==> src/rtl/bank_request_tracker.sv <==
// -----------------------------------------------------------------------------
// bank_request_tracker
//
// Per-bank request tracker placed between the bank scheduler's request and
// response ports and the response statistics logger.
//
// Each accepted request is tagged with a sequential request ID and the
// globalCycle value at which it was issued. The tag is stored in a DEPTH-entry
// FIFO. Responses come back in request order. Each response pops the FIFO head
// and, one cycle later, produces a registered stat record with these fields:
// id, address, type, response cycle and latency. The block also owns the
// bank's free-running globalCycle counter.
//
// Parameters
//   RANK, BANKGROUP, BANK : bank coordinates. They identify the instance only.
//   DEPTH                 : maximum number of outstanding requests
//                           (must be a power of 2 and >= 2)
//   ADDR_W                : request address width
//   CYCLE_INIT, ID_INIT   : values loaded into globalCycle and the ID counter
//                           while reset is asserted. Both default to 0.
//                           Non-zero values let an instance start close to a
//                           counter wrap point.
//
// Ports
//   clk, reset (async, active low)
//   req_valid / req_ready / req_rd_en / req_wr_en / req_addr : request side
//   resp_valid / resp_ready                                  : response side
//   stat_*            : completed-request record; valid while stat_fire=1,
//                       held otherwise
//   stat_max_latency  : largest latency seen since reset
//   globalCycle       : free-running cycle counter
//   outstanding       : number of entries currently tracked
//   orphan_err        : sticky; a response arrived with nothing tracked
//   cmd_err           : sticky; an accepted request had rd_en == wr_en
// -----------------------------------------------------------------------------
module bank_request_tracker #(
  parameter int unsigned RANK       = 0,
  parameter int unsigned BANKGROUP  = 0,
  parameter int unsigned BANK       = 0,
  parameter int unsigned DEPTH      = 8,
  parameter int unsigned ADDR_W     = 32,
  parameter logic [63:0] CYCLE_INIT = 64'd0,
  parameter logic [31:0] ID_INIT    = 32'd0
) (
  input  logic                       clk,
  input  logic                       reset,
  input  logic                       req_valid,
  output logic                       req_ready,
  input  logic                       req_rd_en,
  input  logic                       req_wr_en,
  input  logic [ADDR_W-1:0]          req_addr,
  input  logic                       resp_valid,
  input  logic                       resp_ready,
  output logic                       stat_fire,
  output logic [31:0]                stat_request_id,
  output logic [ADDR_W-1:0]          stat_addr,
  output logic                       stat_rd_en,
  output logic                       stat_wr_en,
  output logic [63:0]                stat_cycle,
  output logic [63:0]                stat_latency,
  output logic [63:0]                stat_max_latency,
  output logic [63:0]                globalCycle,
  output logic [$clog2(DEPTH):0]     outstanding,
  output logic                       orphan_err,
  output logic                       cmd_err
);

  localparam int unsigned PTR_W = $clog2(DEPTH);
  localparam int unsigned CNT_W = PTR_W + 1;
  localparam logic [CNT_W-1:0] DEPTH_C = CNT_W'(DEPTH);

  // The bank coordinates only identify the instance. No datapath logic uses them.
  localparam logic [31:0] BANK_TAG = RANK ^ BANKGROUP ^ BANK;
  logic [31:0] unused_bank_tag;
  assign unused_bank_tag = BANK_TAG;

  // ---------------------------------------------------------------------------
  // Tag FIFO storage. Entries are not reset: the pointers and the count decide
  // which entries are meaningful.
  // ---------------------------------------------------------------------------
  logic [31:0]       fifo_id_q    [DEPTH];
  logic [ADDR_W-1:0] fifo_addr_q  [DEPTH];
  logic              fifo_rd_q    [DEPTH];
  logic              fifo_wr_q    [DEPTH];
  logic [63:0]       fifo_cycle_q [DEPTH];

  // ---------------------------------------------------------------------------
  // Control and statistic state
  // ---------------------------------------------------------------------------
  logic [63:0]       global_cycle_q, global_cycle_d;
  logic [31:0]       next_id_q, next_id_d;
  logic [PTR_W-1:0]  wr_ptr_q, wr_ptr_d;
  logic [PTR_W-1:0]  rd_ptr_q, rd_ptr_d;
  logic [CNT_W-1:0]  count_q, count_d;
  logic              req_ready_q, req_ready_d;
  logic              orphan_err_q, orphan_err_d;
  logic              cmd_err_q, cmd_err_d;

  logic              stat_fire_q, stat_fire_d;
  logic [31:0]       stat_id_q, stat_id_d;
  logic [ADDR_W-1:0] stat_addr_q, stat_addr_d;
  logic              stat_rd_q, stat_rd_d;
  logic              stat_wr_q, stat_wr_d;
  logic [63:0]       stat_cycle_q, stat_cycle_d;
  logic [63:0]       stat_latency_q, stat_latency_d;
  logic [63:0]       stat_max_q, stat_max_d;

  logic              accept;
  logic              resp_fire;
  logic              pop;
  logic              orphan;
  logic [63:0]       head_latency;

  always_comb begin
    accept    = req_valid & req_ready_q;
    resp_fire = resp_valid & resp_ready;
    // A response that meets an empty FIFO is orphaned, even if a request is
    // pushed in the same cycle. That new entry belongs to a later response.
    pop       = resp_fire & (count_q != '0);
    orphan    = resp_fire & (count_q == '0);

    // Modular subtraction, so the latency stays correct across a globalCycle wrap.
    head_latency = global_cycle_q - fifo_cycle_q[rd_ptr_q];

    global_cycle_d = global_cycle_q + 64'd1;
    next_id_d      = accept ? next_id_q + 32'd1 : next_id_q;
    wr_ptr_d       = accept ? wr_ptr_q + PTR_W'(1) : wr_ptr_q;
    rd_ptr_d       = pop    ? rd_ptr_q + PTR_W'(1) : rd_ptr_q;

    count_d = count_q;
    case ({accept, pop})
      2'b10:   count_d = count_q + CNT_W'(1);
      2'b01:   count_d = count_q - CNT_W'(1);
      default: count_d = count_q;
    endcase

    // Registered from the next count, so req_valid has no combinational path
    // to req_ready.
    req_ready_d  = (count_d < DEPTH_C);

    orphan_err_d = orphan_err_q | orphan;
    cmd_err_d    = cmd_err_q | (accept & (req_rd_en == req_wr_en));

    stat_fire_d    = pop;
    stat_id_d      = stat_id_q;
    stat_addr_d    = stat_addr_q;
    stat_rd_d      = stat_rd_q;
    stat_wr_d      = stat_wr_q;
    stat_cycle_d   = stat_cycle_q;
    stat_latency_d = stat_latency_q;
    stat_max_d     = stat_max_q;
    if (pop) begin
      stat_id_d      = fifo_id_q[rd_ptr_q];
      stat_addr_d    = fifo_addr_q[rd_ptr_q];
      stat_rd_d      = fifo_rd_q[rd_ptr_q];
      stat_wr_d      = fifo_wr_q[rd_ptr_q];
      stat_cycle_d   = global_cycle_q;
      stat_latency_d = head_latency;
      if (head_latency > stat_max_q) begin
        stat_max_d = head_latency;
      end
    end
  end

  always_ff @(posedge clk) begin
    if (accept) begin
      fifo_id_q[wr_ptr_q]    <= next_id_q;
      fifo_addr_q[wr_ptr_q]  <= req_addr;
      fifo_rd_q[wr_ptr_q]    <= req_rd_en;
      fifo_wr_q[wr_ptr_q]    <= req_wr_en;
      fifo_cycle_q[wr_ptr_q] <= global_cycle_q;
    end
  end

  always_ff @(posedge clk or negedge reset) begin
    if (!reset) begin
      global_cycle_q <= CYCLE_INIT;
      next_id_q      <= ID_INIT;
      wr_ptr_q       <= '0;
      rd_ptr_q       <= '0;
      count_q        <= '0;
      req_ready_q    <= 1'b0;
      orphan_err_q   <= 1'b0;
      cmd_err_q      <= 1'b0;
      stat_fire_q    <= 1'b0;
      stat_id_q      <= '0;
      stat_addr_q    <= '0;
      stat_rd_q      <= 1'b0;
      stat_wr_q      <= 1'b0;
      stat_cycle_q   <= '0;
      stat_latency_q <= '0;
      stat_max_q     <= '0;
    end else begin
      global_cycle_q <= global_cycle_d;
      next_id_q      <= next_id_d;
      wr_ptr_q       <= wr_ptr_d;
      rd_ptr_q       <= rd_ptr_d;
      count_q        <= count_d;
      req_ready_q    <= req_ready_d;
      orphan_err_q   <= orphan_err_d;
      cmd_err_q      <= cmd_err_d;
      stat_fire_q    <= stat_fire_d;
      stat_id_q      <= stat_id_d;
      stat_addr_q    <= stat_addr_d;
      stat_rd_q      <= stat_rd_d;
      stat_wr_q      <= stat_wr_d;
      stat_cycle_q   <= stat_cycle_d;
      stat_latency_q <= stat_latency_d;
      stat_max_q     <= stat_max_d;
    end
  end

  assign req_ready        = req_ready_q;
  assign stat_fire        = stat_fire_q;
  assign stat_request_id  = stat_id_q;
  assign stat_addr        = stat_addr_q;
  assign stat_rd_en       = stat_rd_q;
  assign stat_wr_en       = stat_wr_q;
  assign stat_cycle       = stat_cycle_q;
  assign stat_latency     = stat_latency_q;
  assign stat_max_latency = stat_max_q;
  assign globalCycle      = global_cycle_q;
  assign outstanding      = count_q;
  assign orphan_err       = orphan_err_q;
  assign cmd_err          = cmd_err_q;

endmodule

==> config.mk <==
export PLATFORM = sky130hd
export DESIGN_NAME = bank_request_tracker
export DESIGN_NICKNAME = d
export VERILOG_FILES = /design/src/rtl/bank_request_tracker.sv
export SDC_FILE = /design/constraint.sdc
export NUM_CORES = 2
export LEC_CHECK = 0
export ABC_AREA = 1
export ABC_CLOCK_PERIOD_IN_PS = 8020
export BUFFER_PORTS_ARGS = -buffer_cell sky130_fd_sc_hd__buf_2
export CORE_MARGIN = 4
export CORE_UTILIZATION = 36
export CTS_BUF_LIST = sky130_fd_sc_hd__clkbuf_4
export DETAILED_ROUTE_END_ITERATION = 8
export SKIP_LAST_GASP = 1
export SLEW_MARGIN = 20
export SYNTH_ARGS = -nofsm -noshare
export SYNTH_HDL_FRONTEND = slang
export SYNTH_SLANG_ARGS = --single-unit
==> constraint.sdc <==
create_clock -name clk -period 8.02 [get_ports clk]
set_input_delay 1.604 -clock clk [delete_from_list [all_inputs] [get_ports clk]]
set_output_delay 1.604 -clock clk [all_outputs]
set_load 0.01 [all_outputs]
# After elaboration in Yosys (flattened, before gate mapping)
# Memory sizes are Yosys's and may differ from the RTL's. A register that Yosys moved wholly into a read port is not among the register bits.
# Index checks and enable logic that the tools add are counted.
[op_classes]
add_sub_neg = 7
n_mul = 0
n_div = 0
n_lt_le_gt_ge = 2
eq_ne = 3
n_shift = 0
mux = 3
n_bitwise = 7
n_reduce_logical = 7
[op_table]
columns = ["op", "count"]
rows = [
  ["$add 64x1->64 const B", 1],
  ["$gt 64x64->1", 1],
  ["$sub 64x64->64", 1],
  ["$add 32x1->32 const B", 1],
  ["$pmux 4 s2", 1],
  ["$add 3x1->3 const B", 2],
  ["$and 1x1->1", 5],
  ["$add 4x1->4 const B", 1],
  ["$logic_not 1->1", 4],
  ["$logic_not 4->1", 1],
  ["$lt 4x4->1 const B", 1],
  ["$reduce_bool 4->1", 1],
  ["$sub 4x1->4 const B", 1],
  ["$eq 2x1->1 const B", 1],
  ["$eq 2x2->1 const B", 1],
  ["$mux 1", 2],
  ["$or 1x1->1", 2],
  ["$reduce_and 2->1", 1],
  ["$eq 1x1->1", 1],
]
[totals]
ff_bits = 302
latch_bits = 0
ramBits = 1040
mem_bits_ro = 0
in_bits = 39
output_inout_bits = 330
wordCells = 46
n_memories = 5
[mem_list]
columns = ["name", "words", "word_bits", "read_ports", "rd_clocked_by_memory_dff", "write_ports", "line_no", "text"]
rows = [
  ["fifo_cycle_q", 8, 64, 1, 0, 1, "85", "logic [63:0] fifo_cycle_q [DEPTH];"],
  ["fifo_addr_q", 8, 32, 1, 1, 1, "82", "logic [ADDR_W-1:0] fifo_addr_q [DEPTH];"],
  ["fifo_id_q", 8, 32, 1, 1, 1, "81", "logic [31:0] fifo_id_q [DEPTH];"],
  ["fifo_rd_q", 8, 1, 1, 1, 1, "83", "logic fifo_rd_q [DEPTH];"],
  ["fifo_wr_q", 8, 1, 1, 1, 1, "84", "logic fifo_wr_q [DEPTH];"],
]

# Longest topological paths before layout
[logic_depth]
ltp_word = 5
depth_mapped = 37

# Worst setup path after synthesis
# OpenSTA, ideal clock, no wires.
[synth_path]
path_type = "input -> register"
from = "input req_valid"
to = "memory fifo_addr_q[0][0], enable pin"
arrival_time_ns = 7.422
t_required_ns = 7.399
setup_slack_ns = -0.022
cell_stages = 3
path_buffers = 0
cell_sequence = "nand2_4 -> or2_2 -> nor2_1"
[synth_between]
elab_chain_len = 3
[synth_lines]
columns = ["element", "line_no", "text"]
rows = [
  ["start, declared", "47", "input logic req_valid,"],
  ["$and 1x1->1", "115", "accept = req_valid & req_ready_q;"],
  ["$mux 1", "166", "if (accept) begin"],
  ["$mux 1 (not written as such)", "168", "fifo_addr_q[wr_ptr_q] <= req_addr;"],
  ["end, declared", "82", ""],
]
# Every way passes these cells.

# Worst setup path after layout
[layout_path]
from = "register rd_ptr_q[0]"
to = "register stat_max_q[35] (netlist: stat_max_latency[35])"
[layout_between]
elab_chain_len = 4
[layout_lines]
columns = ["element", "line_no", "text"]
rows = [
  ["start, declared", "93", "logic [PTR_W-1:0] rd_ptr_q, rd_ptr_d;"],
  ["start signal, assigned", "197", "rd_ptr_q <= rd_ptr_d;"],
  ["$mem_v2 8x64", "n/a", ""],
  ["$sub 64x64->64", "123", "head_latency = global_cycle_q - fifo_cycle_q[rd_ptr_q];"],
  ["named net head_latency[63]", "112", "logic [63:0] head_latency;"],
  ["$gt 64x64->1", "159", "if (head_latency > stat_max_q) begin"],
  ["$reduce_and 2->1 (no line)", "n/a", ""],
  ["end signal, assigned", "209", "stat_max_q <= stat_max_d;"],
  ["end, declared", "106", "logic [63:0] stat_max_q, stat_max_d;"],
]
# The timed path passes the listed nets, and every way through them passes these cells.
# A chain may end at the register's enable or synchronous reset.

==> results.ini <==
[yosys]
synth_cell_types=50
synthesis.instances=5906
syn_nets=6081
async_flop_share=0.261
synth-seq-cells=1408
syn_area_per_cell_sq_um=10.5
ys_warn_count=0
synth_edf_count=1040
netlist_area_sq_um=62100
ys_seq_area_frac=0.651
synth_flop_cell=edfxtp_1

[timing]
setup_violations=0
final_max_slew_viol_count=0
fin_setup_tns_ns=0
rsz0062_at_grt=no
min_period_ns=7.22
worstMarginPinSlew_ns=1.11
max_clock_freq_ghz=0.139
fin_skew_ns=0.153
hold_viol_final=0
fin_crit_sh=0.900
slew_headroom=0.253

[cts]
worstSkewPairLatency_ns=1.33
post_cts_buffers=0
cts-htree-levels=5
clockRootBuffer=clkbuf_4
ctsHoldBuffers=0
clk_pin_slew_ns=0.07
cts.path.max_buffers=4
clkSinkCount=1408
cts_resized=0
cts_tree=built
numCtsBuffers=383

[run_status]
status=finished, final reports clean

[route]
viasPerCell=5.13
dr.first_iter.drc_count=4394
vias=46655
drc=0
avgRoutedWirePerCell_microns=21.4
postRouteAntennaNets=0
first_pass_iters=5
routed_wirelength_mm=194

[global_route]
track_usage=0.212
grt_max_degree=255
grt_first_pass_wirelength_mm=290
antenna_found_initial=12
overflow=0
grt_pass1_vias=45735

[setup_path]
cp.required_ns=9.15
crit_fanout=163
cpMaxStageDelayCell=dfrtp_4
crit_arrival_ns=8.35
path_common_cell=nand2_1
cpPeakStageDelay_ns=0.67
reg2reg_depth=25
end_kind=flip-flop
crit_type=flip-flop to flip-flop
cp-start-kind=flip-flop

[placement]
gp_congestion=0.983
dp_hpwl_mm=124
portBuffers=368
placed_cells=8422
place_area_sq_um=66700

[die]
chipWidth_microns=423
io_pins=369
die_h_microns=423
rows=152
start_util=0.362
core_area_sq_um=172000
die-area_sq_um=179000

[final_layout]
stdcell_count=9092
final_area_sq_um=71600
synthToLayoutAreaGrowth_pct=15.3
nFillCells=16667
drive_gt1_frac=0.169
layout.nets=6673
final_util=0.418

[pwr]
p_switching_w=0.0102
swShare=0.402
power.leakage_nw=30.8
ir_drop_uv=273
p_int_w=0.0152
comb_power_share=0.375
pwr-share-seq=0.370
pwr-share-clk=0.255
powerDensity_nw_per_um2=355

[run]
drv_cap=0

[worst_hold_path]
hp-class=primary input to asynchronous set/reset pin

==> layer usage <==
metal / global-route usage / share of wire / up-vias
li1: - / - / 21657
met1: 0.281 / 0.42 / 22796
met2: 0.339 / 0.47 / 1781
met3: 0.0406 / 0.067 / 417
met4: 0.0970 / 0.044 / 4
met5: 0 / 0.00014 / -
==> through the flow <==
step	worst slack (ns)	hold WS [ns]	total power, W
finish	0.804	0.328	0.0254
CTS	0.861	0.204	0.0256
global route	0.373	0.253	0.0273
global placement	0.957	0.457	0.0189
floorplan	-0.0223	0.493	0.0157
detailed placement	1.02	0.458	0.0191
==> sequential cells by signal, indices dropped and copies added (netlist names), 3 cells and up <==
| register | count |
|---|---|
| wr_ptr_q | 3 |
| stat_max_latency | 64 |
| stat_addr | 32 |
| globalCycle | 64 |
| stat_latency | 64 |
| rd_ptr_q | 3 |
| fifo_rd_q | 8 |
| stat_cycle | 64 |
| fifo_addr_q | 256 |
| fifo_wr_q | 8 |
| fifo_cycle_q | 512 |
| fifo_id_q | 256 |
| next_id_q | 32 |
| outstanding | 4 |
| stat_request_id | 32 |
==> layout make-up <==
class | instances | area [sq um] | share of cell area
well taps | 2310 | 2890 | 0.0403
clock buffers | 596 | 4470 | 0.0625
multi-input cells | 3716 | 18700 | 0.261
flip-flops and latches | 1408 | 40500 | 0.565
diodes | 6 | 15.0 | 0.000210
repair buffers | 463 | 2700 | 0.0377
clock inverters | 67 | 438 | 0.00611
inverters | 526 | 1990 | 0.0278
==> power groups by stage <==
stage	combinational, W	clock (W)	sequential (W)
5_1_grt	0.0107	0.00707	0.00951
3_3_place_gp	0.00939	0	0.00954
3_5_place_dp	0.00951	0	0.00955
4_1_cts	0.00956	0.00666	0.00941
6_report	0.00955	0.00648	0.00941
2_1_floorplan	0.00607	0	0.00965
==> placed cells by master, fill, tap and decap left out, types with 34 or more instances in the layout <==
master,count
xor2_1,116
nand4_1,34
inv_1,519
ha_1,134
edfxtp_1,1040
nand3_1,132
nor2_1,707
nand2_1,1425
buf_2,367
clkbuf_4,596
o22ai_1,86
nor3_1,44
o21ai_0,643
dfrtp_1,365
clkinv_1,47
a21oi_1,76
buf_4,85
o221ai_1,171
==> critical path: cells and delay by family (launching register included) <==
family | cells | cell delay (ns)
buf+inv | 4 | 1.81
simple gates | 14 | 2.23
fa+ha+maj | 2 | 0.87
flops | 1 | 0.67
compound gates | 5 | 1.12
==> kinds of logic (layout without fill, tap and decap cells) <==
| logic type | Yosys count | after routing | share of synthesized area |
|---|---|---|---|
| other | 0 | 6 | 0 |
| XOR/XNOR | 130 | 130 | 0.0183 |
| AND/OR/NAND/NOR | 2431 | 2431 | 0.158 |
| flip-flops | 1408 | 1408 | 0.651 |
| AO/OA/AOI/OAI | 1019 | 1019 | 0.0958 |
| buffers and inverters | 782 | 1652 | 0.0495 |
| adder cells (fa/ha/maj) | 136 | 136 | 0.0276 |
==> path summary, 6_finish.rpt <==
path	from	endpoint	slack (ns)
worst min register to register	globalCycle[22]	globalCycle[22]	0.47
worst min-delay path	reset	stat_cycle[6]	0.33
worst max register to register	rd_ptr_q[0]	stat_max_latency[35]	0.80
max in group asynchronous	reset	stat_cycle[23]	6.19
worst max-delay path	rd_ptr_q[0]	stat_max_latency[35]	0.80
min in group clk	globalCycle[22]	globalCycle[22]	0.47
==> Yosys cell counts (4+ instances only) <==
cell,number,area [sq um]
a21oi_1,76,380
and3_1,4,25.0
buf_1,13,48.8
buf_2,51,255
buf_4,4,30.0
buf_6,8,90.1
clkbuf_1,180,676
dfrtp_1,368,9210
edfxtp_1,1040,31200
ha_1,134,1680
inv_1,522,1960
nand2_1,1425,5350
nand2_2,13,81.3
nand3_1,133,666
nand3b_1,5,37.5
nand4_1,34,213
nor2_1,715,2680
nor2_2,6,37.5
nor2_4,10,113
nor3_1,44,220
nor3_2,5,50.1
nor4_1,19,119
o211ai_1,25,188
o21ai_0,643,3220
o21ai_1,4,20.0
o21bai_1,7,52.6
o221ai_1,171,1500
o22ai_1,86,538
xnor2_1,14,123
xor2_1,116,1020
Note: power is estimated with default switching activity, not from simulation.
